### config.mk
export PLATFORM = sky130hd
export DESIGN_NAME = ladybird_csr_access
export DESIGN_NICKNAME = d
export VERILOG_FILES = /design/src/rtl/ladybird_csr_access_pkg.sv /design/src/rtl/ladybird_csr_access.sv
export SDC_FILE = /design/constraint.sdc
export NUM_CORES = 1
export LEC_CHECK = 0
export CAP_MARGIN = 20
export CORE_ASPECT_RATIO = 1.4
export CORE_UTILIZATION = 38
export CTS_BUF_LIST = sky130_fd_sc_hd__clkbuf_16
export DETAILED_ROUTE_END_ITERATION = 12
export PLACE_DENSITY = 0.8
export SYNTH_ARGS = -nofsm -noshare
export SYNTH_HDL_FRONTEND = slang
export SYNTH_SLANG_ARGS = --single-unit
### constraint.sdc
create_clock -name clk -period 4.5 [get_ports clk]
set_clock_uncertainty 0.1 [all_clocks]
set_input_delay 0.45 -clock clk [delete_from_list [all_inputs] [get_ports clk]]
set_output_delay 0.45 -clock clk [all_outputs]
set_load 0.005 [all_outputs]
### src/rtl/ladybird_csr_access_pkg.sv
// ============================================================================
// Packages   : ladybird_config, ladybird_riscv_helper
// Description: Shared configuration (data width) and RISC-V SYSTEM/CSR
//              helper definitions used by the CSR access unit.
//              ladybird_config       - XLEN
//              ladybird_riscv_helper - CSR funct3 codes, privilege modes,
//                                      illegal-instruction cause, FSM states
// Revision   : 1.0 - initial release
// ============================================================================
`default_nettype none

package ladybird_config;
    localparam int XLEN = 32;
endpackage : ladybird_config

package ladybird_riscv_helper;
    // funct3 encodings of the Zicsr instructions (000 and 100 are not CSR ops)
    localparam logic [2:0] FUNCT3_CSRRW  = 3'b001;
    localparam logic [2:0] FUNCT3_CSRRS  = 3'b010;
    localparam logic [2:0] FUNCT3_CSRRC  = 3'b011;
    localparam logic [2:0] FUNCT3_CSRRWI = 3'b101;
    localparam logic [2:0] FUNCT3_CSRRSI = 3'b110;
    localparam logic [2:0] FUNCT3_CSRRCI = 3'b111;

    localparam logic [1:0] PRIV_MODE_U = 2'd0;
    localparam logic [1:0] PRIV_MODE_S = 2'd1;
    localparam logic [1:0] PRIV_MODE_M = 2'd3;

    localparam logic [4:0] EXC_ILLEGAL_INST = 5'd2;

    typedef enum logic [1:0] {
        CSR_IDLE   = 2'd0,
        CSR_ACCESS = 2'd1,
        CSR_RESP   = 2'd2
    } csr_access_state_t;
endpackage : ladybird_riscv_helper

`default_nettype wire

### src/rtl/ladybird_csr_access.sv
// ============================================================================
// Module     : ladybird_csr_access
// Description: Executes one Zicsr SYSTEM instruction per transaction.
//              IDLE accepts a request, ACCESS performs the single-cycle CSR
//              file access and captures the result, RESP holds the
//              writeback/trap response until the commit stage takes it.
// Ports      : clk, rst (async, active-high)
//              mode                    - current privilege level
//              req_valid/req_ready     - request handshake
//              req_inst/req_pc/req_rs1 - instruction, its PC, rs1 value
//              csr_op/csr_valid/csr_addr/csr_data/csr_rdata - CSR file port
//              rsp_valid/rsp_ready     - response handshake
//              rsp_rd/rsp_we/rsp_data/rsp_pc/rsp_exception_code - result
// Revision   : 1.0 - initial release
// ============================================================================
`default_nettype none

module ladybird_csr_access
    import ladybird_riscv_helper::*;
#(
    parameter int XLEN = ladybird_config::XLEN
) (
    input  logic            clk,
    input  logic            rst,
    input  logic [1:0]      mode,
    input  logic            req_valid,
    output logic            req_ready,
    input  logic [31:0]     req_inst,
    input  logic [XLEN-1:0] req_pc,
    input  logic [XLEN-1:0] req_rs1,
    output logic [2:0]      csr_op,
    output logic            csr_valid,
    output logic [11:0]     csr_addr,
    output logic [XLEN-1:0] csr_data,
    input  logic [XLEN-1:0] csr_rdata,
    output logic            rsp_valid,
    input  logic            rsp_ready,
    output logic [4:0]      rsp_rd,
    output logic            rsp_we,
    output logic [XLEN-1:0] rsp_data,
    output logic [XLEN-1:0] rsp_pc,
    output logic [4:0]      rsp_exception_code
);

    csr_access_state_t r_state;
    csr_access_state_t w_next_state;

    logic [31:0]     r_inst;
    logic [XLEN-1:0] r_pc;
    logic [XLEN-1:0] r_rs1;

    logic [4:0]      r_rsp_rd;
    logic            r_rsp_we;
    logic [XLEN-1:0] r_rsp_data;
    logic [4:0]      r_rsp_exc;

    logic [2:0]      w_funct3;
    logic [4:0]      w_field;      // rs1 index or uimm, depending on funct3[2]
    logic [11:0]     w_addr;
    logic            w_write_eff;
    logic            w_bad_op;
    logic            w_illegal;

    // ------------------------------------------------------------------
    // Decode of the latched instruction
    // ------------------------------------------------------------------
    always_comb begin
        w_funct3 = r_inst[14:12];
        w_field  = r_inst[19:15];
        w_addr   = r_inst[31:20];

        // Swaps always write; set/clear only write with a non-zero mask source
        w_write_eff = (w_field != 5'd0);
        w_bad_op    = 1'b0;
        case (w_funct3)
            FUNCT3_CSRRW, FUNCT3_CSRRWI: w_write_eff = 1'b1;
            FUNCT3_CSRRS, FUNCT3_CSRRC,
            FUNCT3_CSRRSI, FUNCT3_CSRRCI: w_bad_op = 1'b0;
            default:                      w_bad_op = 1'b1;
        endcase

        // addr[9:8] is the lowest privilege allowed; addr[11:10]==11 is read-only
        w_illegal = w_bad_op
                  || (w_addr[9:8] > mode)
                  || ((w_addr[11:10] == 2'b11) && w_write_eff);
    end

    // ------------------------------------------------------------------
    // State register
    // ------------------------------------------------------------------
    always_ff @(posedge clk or posedge rst) begin
        if (rst) begin
            r_state <= CSR_IDLE;
        end else begin
            r_state <= w_next_state;
        end
    end

    // ------------------------------------------------------------------
    // Next state and handshake / CSR port outputs
    // ------------------------------------------------------------------
    always_comb begin
        w_next_state = r_state;
        req_ready    = 1'b0;
        rsp_valid    = 1'b0;
        csr_valid    = 1'b0;
        csr_op       = 3'd0;
        csr_addr     = 12'd0;
        csr_data     = '0;

        case (r_state)
            CSR_IDLE: begin
                req_ready = 1'b1;
                if (req_valid) begin
                    w_next_state = CSR_ACCESS;
                end
            end
            CSR_ACCESS: begin
                csr_op    = w_funct3;
                csr_addr  = w_addr;
                csr_data  = w_funct3[2] ? XLEN'(w_field) : r_rs1;
                csr_valid = w_write_eff && !w_illegal;
                w_next_state = CSR_RESP;
            end
            CSR_RESP: begin
                rsp_valid = 1'b1;
                if (rsp_ready) begin
                    w_next_state = CSR_IDLE;
                end
            end
            default: begin
                w_next_state = CSR_IDLE;
            end
        endcase
    end

    // ------------------------------------------------------------------
    // Request latch and response capture
    // ------------------------------------------------------------------
    always_ff @(posedge clk or posedge rst) begin
        if (rst) begin
            r_inst     <= 32'd0;
            r_pc       <= '0;
            r_rs1      <= '0;
            r_rsp_rd   <= 5'd0;
            r_rsp_we   <= 1'b0;
            r_rsp_data <= '0;
            r_rsp_exc  <= 5'd0;
        end else begin
            if ((r_state == CSR_IDLE) && req_valid) begin
                r_inst <= req_inst;
                r_pc   <= req_pc;
                r_rs1  <= req_rs1;
            end
            if (r_state == CSR_ACCESS) begin
                r_rsp_rd <= r_inst[11:7];
                if (w_illegal) begin
                    // The trap value carries the faulting instruction word
                    r_rsp_data <= XLEN'(r_inst);
                    r_rsp_we   <= 1'b0;
                    r_rsp_exc  <= EXC_ILLEGAL_INST;
                end else begin
                    r_rsp_data <= csr_rdata;
                    r_rsp_we   <= (r_inst[11:7] != 5'd0);
                    r_rsp_exc  <= 5'd0;
                end
            end
        end
    end

    assign rsp_rd             = r_rsp_rd;
    assign rsp_we             = r_rsp_we;
    assign rsp_data           = r_rsp_data;
    assign rsp_pc             = r_pc;
    assign rsp_exception_code = r_rsp_exc;

endmodule : ladybird_csr_access

`default_nettype wire

==> impl_metrics.env <==
export IMPL_cts_tree="built"
export IMPL_core_um2=15200
export IMPL_drc=0
export IMPL_cp_slowest_cell="or4_4"
export IMPL_cts_htree_levels=4
export IMPL_pwr_share_comb=0.423
export IMPL_p_int_mw=4.23
export IMPL_finalWorstPathRequiredPeriod_ns=3.75
export IMPL_cts_buffers=17
export IMPL_grt_pass1_vias=5163
export IMPL_worst_path_dominant_cell_family="simple AND/OR/NAND/NOR gates"
export IMPL_cts_root_buf="clkbuf_16"
export IMPL_crit_chain="or4_4, o311a_1, nor4_4, buf_4, o31a_1, clkdlybuf4s50_1"
export IMPL_dieHeight_um=150
export IMPL_max_freq_mhz=267
export IMPL_p_sw_mw=2.02
export IMPL_cts_setup_buffers=0
export IMPL_dp_cells=882
export IMPL_crit_type="reg -> out"
export IMPL_pwr_share_seq=0.365
export IMPL_power_frac_clock=0.212
export IMPL_vias=4771
export IMPL_grt_overflow=0
export IMPL_clk_latency_ns=0.42
export IMPL_slowest_delay_ns=0.58
export IMPL_drv_slew=0
export IMPL_ctsHoldBuffers=0
export IMPL_yosysMostFrequentCell="dfrtp_1"
export IMPL_yosys_warnings=0
export IMPL_drt_iter0_drc=191
export IMPL_async_flop_share=1.00
export IMPL_cp_required_ns=3.95
export IMPL_finalHoldViolations=0
export IMPL_rsz0062_at_grt="no"
export IMPL_ir_drop_uv=334
export IMPL_io_pins=259
export IMPL_clkSinkCount=137
export IMPL_worst_ep_arrival_time_ns=3.20
export IMPL_wire_per_inst_um=18.5
export IMPL_powerDensity_nw_per_um2=677
export IMPL_crit_path_start_kind="register"
export IMPL_yosys_area_top_type="dfrtp_1"
export IMPL_synth_distinct_cells=36
export IMPL_grt_max_degree=110
export IMPL_drive_gt1_frac=0.199
export IMPL_antenna_found_initial=0
export IMPL_synth_commonest_cells="137 x dfrtp_1, 95 x mux2_2, 61 x and2_1"
export IMPL_fin_crit_sh=0.833
export IMPL_synth_main_ff_cell="dfrtp_1"
export IMPL_path_buf_inv=2
export IMPL_hold_class="reg -> reg"
export IMPL_crit_path_max_fanout=19
export IMPL_start_util=0.393
export IMPL_ys_seq_area_frac=0.575
export IMPL_place_congestion=0.831
export IMPL_dp_hpwl_um=12400
export IMPL_cts_resized_gates=0
export IMPL_fin_util=0.608
export IMPL_die_w_um=108
export IMPL_ant_nets=0
export IMPL_status="complete, no violations"
export IMPL_fin_setup_tns_ns=0
export IMPL_avgSynthCellArea_um2=12.9
export IMPL_clkTransAtPathRegs_ns=0.06
export IMPL_antennaDiodeCount=0
export IMPL_slew_headroom=0.329
export IMPL_swShare=0.323
export IMPL_synth_edf_count=0
export IMPL_final_nets=845
export IMPL_worst_pin_slew_ns=1.00
export IMPL_rows=53
export IMPL_synth_top_area_frac=0.575
export IMPL_syn2layout_area_growth_pct=54.7
export IMPL_grt_pass1_wl_um=26400
export IMPL_p_leak_nw=3.78
export IMPL_viasPerCell=5.22
export IMPL_cts_buffer_depth=2
export IMPL_synth_area_top_cells="dfrtp_1 57%, mux2_2 18%, and2_1 6.4%, a221o_1 3.2%, clkbuf_1 1.4%"
export IMPL_die_area_um2=16200
export IMPL_numPortBuffers=254
export IMPL_dr_pass1_iters=5
export IMPL_worst_setup_path_end_kind="output pin"
export IMPL_synthesis_instances=461
export IMPL_fin_cells=914
export IMPL_drv_cap=0
export IMPL_synth_area_um2=5960
export IMPL_synth_seq_cells=137
export IMPL_grtUsageTotal=0.218
export IMPL_routed_wl_um=16900
export IMPL_setup_viol=0
layer usage:
layer	up-vias	global-route usage	wire length, µm
met5	-	0	0
met4	0	0.106	609
met3	43	0.0831	1470
met2	229	0.387	8930
met1	2353	0.222	5930
li1	2146	-	-
layout make-up:
type | instances | area [µm²]
Fill cell | 1259 | 5960
Clock inverter | 15 | 141
Clock buffer | 17 | 425
Timing Repair Buffer | 262 | 2600
Tap cell | 192 | 240
Inverter | 4 | 20.0
Sequential cell | 137 | 3430
Multi-Input combinational cell | 287 | 2370
state kept, by name (all words and copies together) (netlist names):
register,count
r_inst,32
r_rs1,32
rsp_data,32
rsp_pc,32
rsp_rd,5
r_state,2
rsp_exception_code,1
rsp_we,1
placed cells by master (no fill, tap or decap), types with 2 or more instances in the layout:
cell type and count:
inv_1 3, inv_6 7, o31ai_1 9, clkbuf_16 17, dfrtp_1 137, nand2_1 19, nor4_1 6, buf_4 8
clkdlybuf4s50_1 254, o311ai_0 5, o21ai_0 2, nor2b_1 2, a221o_1 19, and2_1 60, clkinvlp_4 3, conb_1 4
clkinv_2 2, mux2_2 95, a21oi_1 8, a41oi_1 7, clkinv_4 3, nor2_1 19, ha_1 2, o211ai_1 5
a21o_1 5, mux2i_1 5
logic make-up (layout without fill, tap and decap cells):
family,after synthesis,in the layout,synth area share
mux,100,100,0.188
simple gates,115,115,0.108
flops,137,137,0.575
buf+inv,40,298,0.0308
other cells,1,4,0.000629
compound gates,66,66,0.0936
fa+ha+maj,2,2,0.00420
power groups by stage:
stage	clock, mW	sequential [mW]	combinational (mW)
after floorplan	0	2.18	1.39
after global placement	0	2.26	2.57
after detailed placement	0	2.29	2.66
after CTS	1.35	2.28	2.68
after global routing	1.41	2.36	2.86
final	1.32	2.28	2.64
per-stage QoR:
step                hold slack (ns)  total power [mW]  setup WS [ns]  area [µm²]
detailed placement            0.386              4.95          0.864        8660
CTS                           0.399              6.31          0.716        9230
global placement              0.376              4.83          0.888        8660
floorplan                     0.372              3.58          0.282        5970
finish                        0.393              6.25          0.750        9230
global route                  0.416              6.63          0.600        9230
path summary, 6_finish.rpt:
check	slack (ns)	end	start	cells past startpoint
worst max-delay path	0.75	csr_valid	r_inst[15]	6
worst min-delay path	0.39	rsp_rd[1]	rsp_rd[1]	1
worst max register to register	1.80	rsp_data[7]	r_inst[29]	5
worst min register to register	0.39	rsp_rd[1]	rsp_rd[1]	1
max in group asynchronous	2.81	r_rs1[5]	rst	3
min in group asynchronous	0.52	rsp_pc[0]	rst	2
Note: power is estimated with default switching activity, not from simulation.
